## config.mk

```make
export PLATFORM = sky130hd
export DESIGN_NAME = wdt_rst_pulse_gen
export DESIGN_NICKNAME = d
export VERILOG_FILES = /design/src/rtl/wdt_pkg.sv /design/src/rtl/wdt_rst_pulse.sv /design/src/rtl/wdt_rst_pulse_gen.sv
export SDC_FILE = /design/constraint.sdc
export NUM_CORES = 1
export LEC_CHECK = 0
export ABC_AREA = 1
export CORE_ASPECT_RATIO = 0.6
export CORE_UTILIZATION = 40
export CTS_CLUSTER_SIZE = 28
export DETAILED_ROUTE_END_ITERATION = 8
export GPL_TIMING_DRIVEN = 0
export PLACE_DENSITY = 0.68
export SLEW_MARGIN = 40
export SYNTH_ARGS = -nofsm -noshare
export SYNTH_HDL_FRONTEND = slang
export SYNTH_SLANG_ARGS = --single-unit
```

## constraint.sdc

```tcl
create_clock -name pclk -period 2.3 [get_ports pclk]
set_input_delay 0.23 -clock pclk [delete_from_list [all_inputs] [get_ports pclk]]
set_output_delay 0.23 -clock pclk [all_outputs]
set_load 0.01 [all_outputs]
```

## src/rtl/wdt_pkg.sv

```systemverilog
// Shared types and helpers for the watchdog reset-pulse generator.
package wdt_pkg;

  typedef enum logic [1:0] {
    ST_IDLE      = 2'd0,
    ST_COUNT     = 2'd1,
    ST_INTR_WAIT = 2'd2,
    ST_RST_PULSE = 2'd3
  } wdt_state_e;

  localparam int RPL_W = 3;
  localparam int PLS_W = 9;

  // Pulse length in cycles for a given code: 2^(code+1), 2..256.
  function automatic logic [PLS_W-1:0] rpl_len(input logic [RPL_W-1:0] code);
    logic [PLS_W-1:0] one;
    one = PLS_W'(1);
    return one << (int'(code) + 1);
  endfunction

endpackage

```

## src/rtl/wdt_rst_pulse.sv

```systemverilog
// Reset pulse shaper: on start, drives wdt_rst high for rpl_len(code) cycles.
module wdt_rst_pulse
  import wdt_pkg::*;
(
  input  logic             pclk,
  input  logic             rst,
  input  logic             start,
  input  logic [RPL_W-1:0] code,
  output logic             wdt_rst,
  output logic             done
);

  logic [PLS_W-1:0] pcnt_q, pcnt_d;
  logic             wdt_rst_q, wdt_rst_d;

  // The code only matters at start; loading N-1 here is what freezes it.
  always_comb begin
    pcnt_d    = pcnt_q;
    wdt_rst_d = wdt_rst_q;
    if (start) begin
      wdt_rst_d = 1'b1;
      pcnt_d    = rpl_len(code) - PLS_W'(1);
    end else if (wdt_rst_q) begin
      if (pcnt_q == '0) wdt_rst_d = 1'b0;
      else              pcnt_d    = pcnt_q - PLS_W'(1);
    end
  end

  always_ff @(posedge pclk) begin
    if (rst) begin
      pcnt_q    <= '0;
      wdt_rst_q <= 1'b0;
    end else begin
      pcnt_q    <= pcnt_d;
      wdt_rst_q <= wdt_rst_d;
    end
  end

  assign wdt_rst = wdt_rst_q;
  assign done    = wdt_rst_q && (pcnt_q == '0);

endmodule

```

## src/rtl/wdt_rst_pulse_gen.sv

```systemverilog
// Watchdog core: timeout down-counter, optional interrupt stage, reset pulse.
// state        | meaning
// ST_IDLE      | disabled, counter held at 0
// ST_COUNT     | counting down toward first timeout
// ST_INTR_WAIT | interrupt raised, counting toward second timeout
// ST_RST_PULSE | reset pulse in progress, all kicks ignored
module wdt_rst_pulse_gen
  import wdt_pkg::*;
#(
  parameter int CNT_W    = 16,
  parameter int HC_RPL   = 0,
  parameter int DFLT_RPL = 0
) (
  input  logic             pclk,
  input  logic             rst,
  input  logic             wdt_en,
  input  logic             rmod,
  input  logic             restart,
  input  logic             intr_clr,
  input  logic [CNT_W-1:0] top,
  input  logic [RPL_W-1:0] rpl,
  output logic             wdt_rst,
  output logic             wdt_intr,
  output logic [CNT_W-1:0] cnt_val
);

  wdt_state_e       state_q, state_d;
  logic [CNT_W-1:0] cnt_q, cnt_d;
  logic             intr_q, intr_d;
  logic             pulse_start, pulse_done;
  logic             kick, tc;
  logic [RPL_W-1:0] rpl_eff;

  assign kick    = restart | intr_clr;
  assign tc      = (cnt_q == '0);
  assign rpl_eff = (HC_RPL != 0) ? RPL_W'(DFLT_RPL) : rpl;

  always_ff @(posedge pclk) begin
    if (rst) begin
      state_q <= ST_IDLE;
      cnt_q   <= '0;
      intr_q  <= 1'b0;
    end else begin
      state_q <= state_d;
      cnt_q   <= cnt_d;
      intr_q  <= intr_d;
    end
  end

  always_comb begin
    state_d = state_q;
    case (state_q)
      ST_IDLE:      if (wdt_en) state_d = ST_COUNT;
      ST_COUNT: begin
        if (!wdt_en)   state_d = ST_IDLE;
        else if (kick) state_d = ST_COUNT;
        else if (tc)   state_d = rmod ? ST_INTR_WAIT : ST_RST_PULSE;
      end
      ST_INTR_WAIT: begin
        if (!wdt_en)   state_d = ST_IDLE;
        else if (kick) state_d = ST_COUNT;
        else if (tc)   state_d = ST_RST_PULSE;
      end
      ST_RST_PULSE: if (pulse_done) state_d = wdt_en ? ST_COUNT : ST_IDLE;
      default:      state_d = ST_IDLE;
    endcase
  end

  always_comb begin
    cnt_d       = cnt_q;
    intr_d      = intr_q;
    pulse_start = 1'b0;
    case (state_q)
      ST_IDLE: begin
        cnt_d  = wdt_en ? top : '0;
        intr_d = 1'b0;
      end
      ST_COUNT, ST_INTR_WAIT: begin
        if (!wdt_en) begin
          cnt_d  = '0;
          intr_d = 1'b0;
        end else if (kick) begin
          cnt_d  = top;
          intr_d = 1'b0;
        end else if (tc) begin
          // First timeout in interrupt mode arms the second stage instead of firing.
          if (state_q == ST_COUNT && rmod) begin
            intr_d = 1'b1;
            cnt_d  = top;
          end else begin
            pulse_start = 1'b1;
          end
        end else begin
          cnt_d = cnt_q - CNT_W'(1);
        end
      end
      ST_RST_PULSE: begin
        if (pulse_done) begin
          intr_d = 1'b0;
          cnt_d  = wdt_en ? top : '0;
        end
      end
      default: begin
        cnt_d  = '0;
        intr_d = 1'b0;
      end
    endcase
  end

  wdt_rst_pulse u_pulse (
    .pclk    (pclk),
    .rst     (rst),
    .start   (pulse_start),
    .code    (rpl_eff),
    .wdt_rst (wdt_rst),
    .done    (pulse_done)
  );

  assign wdt_intr = intr_q;
  assign cnt_val  = cnt_q;

endmodule

```

* After elaboration in Yosys (flattened, before gate mapping)
Index checks and enable logic that the tools add are counted.
Word-level totals: memories kept 0, input bits 25, output and inout port bits 18, logic and storage cells 68, ROM bits 0, register bits 29, bits in writable memories 0, bits in latches 0
Cells by class: shifts and indexed selects 1, order comparisons 0, equal/unequal tests 11, bitwise logic cells 1, multipliers 0, reductions and logical operators 11, mux-type cells 35, add/sub/neg operators 4, div/mod/pow operators 0
Operators with widths (number):
- 16-bit two-way mux | 6
- 16-bit one-hot mux with 3 select lines | 1
- 1-bit by 32-bit << shifter with 9-bit output (first input constant) | 1
- 9-bit two-way mux | 3
- 9-bit by 1-bit subtractor with 9-bit output (second input constant) | 2
- 16-bit zero test | 1
- 2-bit two-way mux | 8
- 4-bit != test (second input constant) | 4
- 16-bit by 1-bit subtractor with 16-bit output (second input constant) | 1
- 1-bit two-way mux | 15
- 9-bit zero test | 1
- 2-bit one-hot mux with 4 select lines | 1
- 2-bit != test (second input constant) | 3
- 5-bit != test (second input constant) | 1
- 3-bit by 1-bit adder with 4-bit output (second input constant) | 1
- 2-bit == test (second input constant) | 2
- 2-bit AND reduction | 2
- 4-bit AND reduction | 1
- 1-bit one-hot mux with 3 select lines | 1
- 3-bit AND reduction | 1
- 2-bit by 1-bit == test with 1-bit output (second input constant) | 1
- 1-bit logical AND | 2
- 2-bit zero test | 1
- 2-bit nonzero test | 1
- 2 further kinds | 2

* Depth between registers and ports, before layout
Gate-level depths: netlist of run 1.
word-level depth 9, gate-level depth with buffers 17, depth with buffers taken out 17

* By module
A second synthesis of run 1 with hierarchy kept.
Second synthesis, totals: cells, all modules 375, area total of the unflattened synthesis 2313.5 um^2
By module, submodules not included:
- wdt_rst_pulse_gen | cells each 257, sequential area each 380.4 um^2, area each 1531.5 um^2, times used 1
- wdt_rst_pulse | cells each 118, sequential area each 200.2 um^2, area each 782.0 um^2, times used 1

* Worst setup path before layout of run 1
No wires, ideal clock.
path kind reg-to-reg, start register state_q[0], end register u_pulse.pcnt_q[6], setup time 0.115 ns, path buffers 0, slack 0.119 ns, stages on the path, launching flop included 14, arrival 2.067 ns, data required time 2.185 ns, period minus slack after synthesis 2.181 ns, cells stage by stage dfxtp_1 inv_1 ha_1 nand3_4 nor2_8 nand3_4 o21ai_2 inv_1 ha_1 nand2_2 inv_2 nand2_1 nand2_1 o21a_1
Between the ends: word-level cells in the longest chain between the ends 9, elaborated cells on any way between the ends 13, those cells by class 3 x eq/ne; 6 x mux; 4 x reduce/logical
RTL lines:
- from (decl) | RTL line wdt_rst_pulse_gen.sv:27 | wdt_state_e state_q, state_d;
- from (signal assigned) | RTL line wdt_rst_pulse_gen.sv:44 | state_q <= state_d;
- 2-bit by 1-bit == test with 1-bit output | RTL line wdt_rst_pulse_gen.sv:73, wdt_rst_pulse_gen.sv:87
- 1-bit logical AND | RTL line wdt_rst_pulse_gen.sv:87 | if (state_q == ST_COUNT && rmod) begin
- 1-bit two-way mux | RTL line wdt_rst_pulse_gen.sv:87
- 1-bit two-way mux | RTL line wdt_rst_pulse_gen.sv:85 | end else if (tc) begin
- 1-bit two-way mux | RTL line wdt_rst_pulse_gen.sv:82 | end else if (kick) begin
- 1-bit two-way mux | RTL line wdt_rst_pulse_gen.sv:79 | if (!wdt_en) begin
- 1-bit two-way mux (*) | RTL line wdt_rst_pulse_gen.sv:73 | case (state_q)
- 2-bit != test (no line) / 2-bit nonzero test (equally long branches)
- 2-bit AND reduction (no line)
- to (signal assigned) | RTL line wdt_rst_pulse.sv:34 | pcnt_q <= pcnt_d;
- to (decl) | RTL line wdt_rst_pulse.sv:13 | logic [PLS_W-1:0] pcnt_q, pcnt_d;
Mark *: on every way between the ends. The rest lies on a longest branch, timed or not. A chain may end at the register's enable or synchronous reset.

* Final worst setup path of run 1
start register state_q[0], end register u_pulse.pcnt_q[8]
Same word-level chain as after synthesis.

==> key figures, run 1 <==
Outcome
  • Status: finished clean

Setup path
  • Critical Path Start Type: flop
  • Cell chain of the critical path: inv_2 > ha_4 > nand3_4 > nor2_8 > nand3_4 > nand2_2 > o21ai_4 > inv_1 > ha_2 > nand2_4 > nor2_4 > nand2_1 > nand2_1 > nand3_1 > nand2_1 > inv_1
  • WS Path Type: flop to flop
  • Required time of the critical path: 2.48 ns
  • Worst path buffer plus inverter count: 3
  • Top Family by Delay on Critical Path: simple AND/OR/NAND/NOR gates
  • CP max stage delay: 0.36 ns
  • Maximum net fanout on the critical path: 5
  • Slowest-stage cell, CP: dfxtp_4
  • Crit path DAT: 2.32 ns
  • Most frequent CP cell: nand2_1
  • Worst Setup End Kind: flop

Yosys
  • Post-synth top area cell: dfxtp_1
  • Syn_area_per_cell: 6.66 µm²
  • Synthesized cell area: 2350 µm²
  • Part of the Yosys area used for sequential elements: 24.7%
  • Synth top area share: 24.7%
  • Synth Instances: 353
  • Syn_nets: 388
  • Area contributors post-synth: dfxtp_1 25%, nand2_1 15%, inv_1 6.5%
  • Yosys warnings: 0
  • Unique masters post-synth: 38
  • Yosys reg bits: 29

Final layout
  • Commonest cells after routing, fill and taps aside: 89 x nand2_1, 41 x clkdlybuf4s50_1, 39 x inv_1, 31 x nor2_1, 29 x a21oi_1
  • Final Util: between 50% and 60%
  • Fin cells: 483
  • Share of cells above drive strength 1: about 16%
  • Area delta synth->final: 27.9%
  • Nets: 439
  • N_diodes: 0
  • Fillers: 562
  • Commonest non-fill, non-tap cell in the layout: nand2_1

Timing
  • Max Transition Viols Final: 0
  • Final hold violations: 0
  • Max Freq: roughly 470 MHz
  • Clock skew: between 0.008 and 0.009 ns
  • Worst setup slack after layout: 0.155 ns
  • Period minus WS final: between 2 and 2.5 ns
  • Slew @ Worst Pin: approximately 0.58 ns
  • Hold_ws: 0.366 ns
  • Period utilisation layout: 93.3%
  • Count of final setup violators: 0
  • TNS Setup: 0 ns
  • RSZ-0062 raised after global routing: false
  • Rel. slew slack: 61.4%

Clocking
  • Clk_lat worst skew: 0.28 ns
  • CTS tree: built
  • Clock buffer depth: 2
  • CTS Buf Count: 5
  • CTS Root Cell: clkbuf_8
  • Clk sink count: 29
  • CTS Hold Bufs: 0
  • H-tree depth: 2
  • Clock-pin slew on the worst setup and hold paths: 0.06 ns

Route
  • Via count: about 2400
  • Vias/cell: 5.02
  • Antenna Nets Post-Route: 0
  • Post-route DRC: 0
  • Total routed wirelength: around 6200 µm
  • Avg WL per Cell: 12.9 µm
  • Starting DRT DRC Count: 103
  • DRT Pass-1 Iters: 5

GRT
  • First-pass GRT wire length: 10200 µm
  • Largest net degree at the start of global routing: 11
  • Total track usage: a little over a fifth
  • Initial antenna violation count: 0
  • Vias in the first global route: 2106
  • Total gr overflow: 0

Die
  • Die area: about 6200 µm²
  • Core Area: approximately 5600 µm²
  • Chip Width: 101 µm
  • FP Rows: 21
  • Die height: 61.4 µm
  • Initial Util: about two fifths
  • Ports: 43

Power and ir drop
  • Power density over cell area: 602 nW/µm²
  • Peak VDD IR: 0.000349 V
  • Part of the power in registers: between 30% and 40%
  • Clock power share: a little over a fifth
  • Int Pwr: 1.09 mW
  • Logic pwr share: 45.0%
  • Switching share of power: 40.0%
  • P_sw: 723 µW
  • Static leakage: between 1 and 1.5 nW

Place
  • Placer Congestion: 0.897
  • PortBufs: 41
  • Dpl hpwl: 4830 µm
  • DP Cell Count: approximately 470
  • Pre-CTS WS: -0.251 ns

Min path
  • HP Class: input pin to flop

Run
  • Max Cap Viol: 0
==> routing by layer <==
metal | global-route usage, % | wire (µm)
met3 | 4.09 | 338
met5 | 0 | 0
met2 | 29.7 | 2400
met1 | 34.7 | 3460
met4 | 4.35 | 33
==> per-stage QoR <==
step | total power, mW | instance area (µm²)
3_3_place_gp | 1.36 | 2860
5_1_grt | 1.94 | 3010
6_report | 1.81 | 3010
3_5_place_dp | 1.37 | 2860
4_1_cts | 1.79 | 2970
2_1_floorplan | 1.15 | 2350
==> Yosys cell counts (all sizes together) <==
cell         number
nor3              4
o21a              1
xnor2             4
or2               2
buf               5
o21bai            1
clkbuf            3
o31ai             1
ha               10
nand2           104
xor2              5
dfxtp            29
nand3            24
o21ai            20
inv              44
a211oi            1
a21oi            32
dlygate4sd3       1
nand4             9
o221ai            1
o211ai            6
nor2             46
==> logic make-up (layout without fill, tap and decap cells) <==
kind of cell / Yosys count / in the layout / share of synthesized area [%]
and+or+nand+nor: 189 / 189 / 40.5
adders and majority gates: 10 / 10 / 5.32
xor gates and xnor gates: 9 / 9 / 3.35
AOI/OAI and AO/OA: 63 / 63 / 15.4
DFF: 29 / 29 / 24.7
buffers and inverters: 53 / 103 / 10.7
==> registers in the layout (all words and copies together) (netlist names) <==
| signal | cells |
|---|---|
| u_pulse.wdt_rst | 1 |
| state_q | 2 |
| cnt_val | 16 |
| u_pulse.pcnt_q | 9 |
| wdt_intr | 1 |
==> cell type report <==
class                   instances  area, µm²  area share, %
plain buffers                   9       83.8           2.79
clock buffers                   5       68.8           2.29
inverters                      44        168           5.58
repair buffers                 44        437           14.5
well taps                      80        100           3.33
clock inverters                 1       5.00          0.166
multi-input cells             271       1560           51.9
flip-flops and latches         29        586           19.5
==> path summary, 6_finish.rpt <==
check | cells after the start | slack (ns) | start | end
max | 16 | 0.16 | state_q[0] | u_pulse.pcnt_q[8]
min | 4 | 0.37 | rst | u_pulse.pcnt_q[4]
max reg2reg | 16 | 0.16 | state_q[0] | u_pulse.pcnt_q[8]
min reg2reg | 2 | 0.49 | wdt_intr | wdt_intr
==> power groups by stage <==
stage	logic [mW]	clock network (mW)	registers, mW
2_1_floorplan	0.544	0	0.607
3_3_place_gp	0.756	0	0.603
3_5_place_dp	0.768	0	0.604
4_1_cts	0.790	0.409	0.593
5_1_grt	0.900	0.430	0.607
6_report	0.816	0.395	0.600
==> repair_timing <==
item,CTS,global route
endpoints found under the setup margin,4,4
setup buffers,1,2
pin swaps,1,4
gates resized for setup,4,11
==> tightest hold or removal path: cells and delay by family <==
family                 cells  cell delay, ns
buffers and inverters      2            0.19
AOI/OAI and AO/OA          1            0.14
and+or+nand+nor            1            0.06
No activity file was read; power rests on OpenSTA's default activity.
==> inputs of run 2 (changes only) <==
--- a/config.mk
+++ b/config.mk
@@ -11,7 +11,7 @@
 export CTS_CLUSTER_SIZE = 28
 export DETAILED_ROUTE_END_ITERATION = 8
 export GPL_TIMING_DRIVEN = 0
-export PLACE_DENSITY = 0.68
+export PLACE_DENSITY = 0.66
 export SLEW_MARGIN = 40
 export SYNTH_ARGS = -nofsm -noshare
 export SYNTH_HDL_FRONTEND = slang
==> key figures, run 2 (synthesized netlist as in run 1, its figures left out) <==
Place
  • Placer Congestion: 0.916 (+2.2%)
  • Pre-CTS WS: -0.235 ns (+0.0155 ns)
  • PortBufs: 41 (unchanged)
  • Dpl hpwl: 4800 µm (-0.52%)
  • DP Cell Count: 474 (unchanged)

Die
  • Ports: 43 (unchanged)
  • Die height: 61.4 µm (unchanged)
  • Die area: 6200 µm² (unchanged)
  • Initial Util: 41.8% (unchanged)
  • FP Rows: 21 (unchanged)
  • Core Area: 5620 µm² (unchanged)
  • Chip Width: 101 µm (unchanged)

Setup path
  • Crit path DAT: 2.35 ns (+0.03 ns)
  • Worst Setup End Kind: flop
  • WS Path Type: flop to flop
  • Maximum net fanout on the critical path: 7 (+2)
  • RR Startpoint: state_q[1]
  • Critical Path Start Type: flop
  • Reg2Reg Capture Point: u_pulse.pcnt_q[8]
  • Cell count of the worst reg-to-reg path: 16 (unchanged)
  • R2R setup slack: 0.13 ns (-0.02 ns)
  • Required time of the critical path: 2.48 ns (about the same)

GRT
  • Met1 usage: 33.3% (-1.4 points)
  • Largest net degree at the start of global routing: 11 (unchanged)
  • Grt peak-use layer: met1
  • Total track usage: 21.6% (-0.21 points)
  • Initial antenna violation count: 0 (unchanged)
  • First-pass GRT wire length: 9990 µm (-1.8%)
  • Vias in the first global route: 2036 (-3.3%)
  • GRT met2 Usage: 30.0% (+0.29 points)
  • Met3 Usage GRT: 4.65% (+0.57 points)
  • Total gr overflow: 0 (unchanged)

Clocking
  • CTS Hold Bufs: 0 (unchanged)
  • CTS Buf Count: 5 (unchanged)
  • H-tree depth: 2 (unchanged)
  • CTS tree: built
  • Clk sink count: 29 (unchanged)
  • CTS Root Cell: clkbuf_8
  • Clk_lat worst skew: 0.28 ns (about the same)
  • Clock buffer depth: 2 (unchanged)
  • Clock-pin slew on the worst setup and hold paths: 0.06 ns (about the same)

Power and ir drop
  • Part of the power in registers: 33.1% (about the same)
  • Int Pwr: 1.09 mW (about the same)
  • Clock power share: 21.7% (about the same)
  • Logic pwr share: 45.1% (about the same)
  • P_sw: 720 µW (-0.49%)
  • Static leakage: 1.34 nW (+0.50%)
  • Switching share of power: 39.9% (-0.094 points)
  • Pwr Total: 1.81 mW (-0.25%)
  • Power density over cell area: 599 nW/µm² (-0.54%)
  • Peak VDD IR: 0.000232 V (-34%)

Final layout
  • N_diodes: 0 (unchanged)
  • Share of cells above drive strength 1: 17.3% (+1.2 points)
  • Area delta synth->final: 28.3%
  • Reg area: 584 µm² (-0.21%)
  • Commonest cells after routing, fill and taps aside: 89 x nand2_1, 41 x clkdlybuf4s50_1, 37 x inv_1, 31 x nor2_1, 29 x a21oi_1
  • Nets: 441 (+0.46%)
  • Max reg flops: 16 (unchanged)
  • Fin cells: 485 (+0.41%)
  • Multi-input gate area: 1550 µm² (-0.32%)
  • Commonest non-fill, non-tap cell in the layout: nand2_1
  • Fillers: 583 (+3.7%)

Route
  • Total routed wirelength: 6210 µm (-0.35%)
  • Vias/cell: 4.94 (-1.5%)
  • Starting DRT DRC Count: 180 (+75%)
  • Avg WL per Cell: 12.8 µm (-0.76%)
  • DRT Pass-1 Iters: 5 (unchanged)
  • Via count: 2396 (-1.1%)
  • Post-route DRC: 0 (unchanged)
  • Antenna Nets Post-Route: 0 (unchanged)

Timing
  • Worst setup slack after layout: 0.132 ns (-0.0226 ns)
  • Max Freq: 461 MHz (-1.0%)
  • Rel. slew slack: 61.9% (+0.58 points)
  • Clock skew: 0.00290 ns (-0.00556 ns)
  • Slew @ Worst Pin: 0.571 ns (-0.00874 ns)
  • Period minus WS final: 2.17 ns (+0.0226 ns)
  • Max Transition Viols Final: 0 (unchanged)
  • Final hold violations: 0 (unchanged)
  • Period utilisation layout: 94.2% (+0.98 points)
  • Count of final setup violators: 0 (unchanged)

Min path
  • Hold Crit Depth: 4 (unchanged)
  • Hold EP: u_pulse.pcnt_q[3]
  • Hold path startpoint: rst
  • HP Class: input pin to flop

Outcome
  • Status: finished clean

Run
  • Max Cap Viol: 0 (unchanged)
-- run 2: cell types whose count changed in the layout (fill, tap and decap cells not counted) --
cell     previous run  this run
buf_4               4         6
dfxtp_2             1         3
inv_1              39        37
inv_2               4         6
dfxtp_1            27        26
dfxtp_4             1         0
nand2_2            12        13
nand2_4             3         2
-- run 2: worst max-delay path by stage --
stage / start / to
global placement: intr_clr / u_pulse.pcnt_q[6]
detailed placement: intr_clr / u_pulse.pcnt_q[6]
finish: state_q[1] / u_pulse.pcnt_q[8]
CTS: state_q[0] / u_pulse.pcnt_q[8]
floorplan: state_q[0] / u_pulse.pcnt_q[6]
global route: state_q[1] / u_pulse.pcnt_q[8]
-- run 2: layout make-up --
cell class | instances | share of cell area, %
Multi-Input combinational cell | 271 | 51.5
Sequential cell | 29 | 19.4
Timing Repair Buffer | 46 | 15.0
Inverter | 44 | 5.56
Tap cell | 80 | 3.32
Buffer | 9 | 2.78
Clock buffer | 5 | 2.28
Clock inverter | 1 | 0.166
-- run 2: power groups by stage --
stage	logic [mW]	registers, mW	clock network, mW
after detailed placement	0.764	0.604	0
final	0.815	0.598	0.392
after floorplan	0.544	0.607	0
after global routing	0.902	0.604	0.426
after global placement	0.755	0.603	0
after CTS	0.788	0.593	0.400
-- run 2: repair_timing --
| action | CTS | global route |
|---|---|---|
| endpoints found under the hold margin | 0 | 0 |
| endpoints found under the setup margin | 4 | 4 |
| resized for setup | 2 | 13 |
| pin swaps | 2 | 6 |
| gates cloned | 0 | 0 |
| buffers inserted | 1 | 4 |
-- run 2: worst max-delay path: stages (launching register included) --
cell	delay, ns
dfxtp_2	0.35
inv_2	0.07
ha_4	0.29
nand3_4	0.10
nor2_8	0.13
nand3_4	0.14
nand2_2	0.12
o21ai_4	0.07
inv_1	0.06
ha_2	0.18
nand2_2	0.09
nor2_4	0.16
nand2_1	0.07
nand2_1	0.06
nand3_1	0.06
nand2_1	0.06
inv_1	0.03
-- run 2: per-stage QoR --
stage | cell area (µm²) | TNS [ns] | hold WS, ns | util, %
floorplan | 2350 | 0 | 0.445 | -
global placement | 2860 | -0.705 | 0.473 | 50.9
detailed placement | 2860 | -0.814 | 0.471 | 50.9
CTS | 2960 | 0 | 0.365 | 52.7
global route | 3020 | -0.0179 | 0.423 | 53.6
finish | 3020 | 0 | 0.376 | 53.6
-- run 2: routing by layer --
metal | wire (µm) | vias to the layer above
met5 | 0 | -
met4 | 46 | 0
met3 | 561 | 4
met2 | 2240 | 81
met1 | 3360 | 1059
li1 | - | 1252
==> RTL change, RTL diff (settings of run 2) <==
`PLS_W`: 9 -> 18.
--- a/src/rtl/wdt_pkg.sv
+++ b/src/rtl/wdt_pkg.sv
@@ -9,7 +9,7 @@
   } wdt_state_e;
 
   localparam int RPL_W = 3;
-  localparam int PLS_W = 9;
+  localparam int PLS_W = 18;
 
   // Pulse length in cycles for a given code: 2^(code+1), 2..256.
   function automatic logic [PLS_W-1:0] rpl_len(input logic [RPL_W-1:0] code);
Behaviour: no difference found for any inputs over 10 cycles, from zero or initial values and one cycle with rst high; that may be too few to reach the edited logic, so the function may still have changed.
==> RTL change against run 2 <==
The run now ends with design-rule violations left. Wire length increased by 46%. Setup slack lost 78 ps. Combinational power grew 21%. Sequential cell count rose by 9. Hold slack got worse by 20 ps. Via count increased by 33%. Global-route usage rose by 3.4 points. Clock power up 100%. Cell area up 29%. Area after synthesis is 23% higher. Die area increased by 22%. Total power is 41% higher. First-iteration DRC count increased by 80%.
==> RTL change: results (changes against run 2) <==
| Metric | Value |
|---|---|
| Status | complete, but fails checks (was finished, final reports clean) |
| Violated checks | design-rule violations |
| Library cells used by synthesis | 39 (was 38) |
| Syn nets | 488 (was 388) |
| Setup WS pre-CTS | -404 ps (was -235 ps) |
| Routed len/inst | 15.0 um (was 12.8 um) |
| Clock buf/inv share | 0.0427 (was 0.0245) |
| Fin nets | 550 (was 441) |
| IO buf count | 40 (was 41) |
| Register area share after synthesis | 0.264 (was 0.247) |
| Synthesis-to-finish area growth | 35.1% (was 28.3%) |
| Setup Buffers After CTS | 8 (was 1) |
| Layout cells sized above 1 | 0.203 (was 0.173) |
| Adder-cell area share of the yosys netlist | 0.0347 (was 0.0532) |
| First-pass GRT wire length | 14.1 mm (was 9.99 mm) |
| Worst Clk Skew | 5.94 ps (was 2.90 ps) |
| Invs w/o clock | 56 (was 44) |
| Global-route usage over all layers | 0.250 (was 0.216) |
| # clk buffers | 8 (was 5) |
| Routed vias | 3197 (was 2396) |
| CTS root buffer | clkbuf_16 (was clkbuf_8) |
| Vias in the first global route | 2724 (was 2036) |
| Placed Instance Area | 3410 um2 (was 2860 um2) |
| Synth area leaders | dfxtp_1 (26%), nand2_1 (15%), nor2_1 (6.9%), inv_1 (6.6%), a21oi_1 (5.2%) (was dfxtp_1 (25%), nand2_1 (15%), inv_1 (6.5%), a21oi_1 (6.2%), ha_1 (5.3%)) |
| Fraction of area in registers | 0.197 (was 0.194) |
| Antenna fix cells | 0 (unchanged) |
| Largest stage delay, worst path | 370 ps (was 350 ps) |
| DR iter-0 viols | 324 (was 180) |
| Post-synth top cells | nand2_1 (114), nor2_1 (53), inv_1 (51) (was nand2_1 (91), inv_1 (41), nor2_1 (31)) |
| Placer Congestion | 0.892 (was 0.916) |
| Non-CTS buffers | 71 (was 55) |
| Resized Gates After CTS | 15 (was 2) |
| Max reg flops | 18 (was 16) |
| CTS sink cnt | 38 (was 29) |
| Rel. slew slack | 0.599 (was 0.619) |
| DR WL met2 | 3.30 mm (was 2.24 mm) |
| Gate Count Post-Synth | 455 (was 353) |
| Leakage | 1.83 nW (was 1.34 nW) |
| Metal3 WL | 819 um (was 561 um) |
| Largest net degree at the start of global routing | 12 (was 11) |
| Maximum VDD drop | 0.000291 V (was 0.000232 V) |
| Fill count | 657 (was 583) |
| Slowest-stage cell, CP | dfxtp_4 (was dfxtp_2) |
| Global routing usage on met3 | 0.0548 (was 0.0465) |
| Xor/xnor share of the synthesized area | 0.0304 (was 0.0335) |
| Router iterations before antenna repair | 8 (was 5) |
| Total Wirelength | 9.09 mm (was 6.21 mm) |
| Register-to-Register Path Depth | 15 (was 16) |
| Multiplexer share of the synthesized area | 0.00347 (was 0) |
| DRC | 1 (was 0) |
| NonClk Buf Share | 0.161 (was 0.178) |
| Detailed placer's ending HPWL | 6.79 mm (was 4.80 mm) |
| Metal-1 WL | 4.86 mm (was 3.36 mm) |
| Met2 Resource Use GR | 0.317 (was 0.300) |
| Critical Path AT | 2400 ps (was 2350 ps) |
| Multi-input gate count | 345 (was 271) |
| GR Util met1 | 0.394 (was 0.333) |
==> RTL change: cell count changes after synthesis, moves of 4 or more <==
cell     before  now
o21ai_0      13   17
nand2_1      91  114
nor2_1       31   53
buf_2         0    6
inv_1        41   51
nand4_1       9   18
nor3_1        4    8
o21ai_1       5    9
nand3_1      20   25
nor2_4        6    2
dfxtp_1      29   38
==> RTL change: final timing paths <==
check | slack, ps | endpoint | start
min reg2reg | 490 | u_pulse.pcnt_q[0]$_SDFFE_PP0P_ | u_pulse.pcnt_q[0]$_SDFFE_PP0P_
max | 50 | u_pulse.pcnt_q[14]$_SDFFE_PP0P_ | state_q[0]$_SDFFE_PP0P_
min | 360 | cnt_val[12]$_SDFFE_PP0P_ | rst
max reg2reg | 50 | u_pulse.pcnt_q[14]$_SDFFE_PP0P_ | state_q[0]$_SDFFE_PP0P_
==> RTL change: power breakdown <==
part | switching [mW] | leakage [nW] | internal [mW]
registers | 0.0664 | 0.311 | 0.712
clock network | 0.291 | 0.0832 | 0.491
logic | 0.584 | 1.43 | 0.399
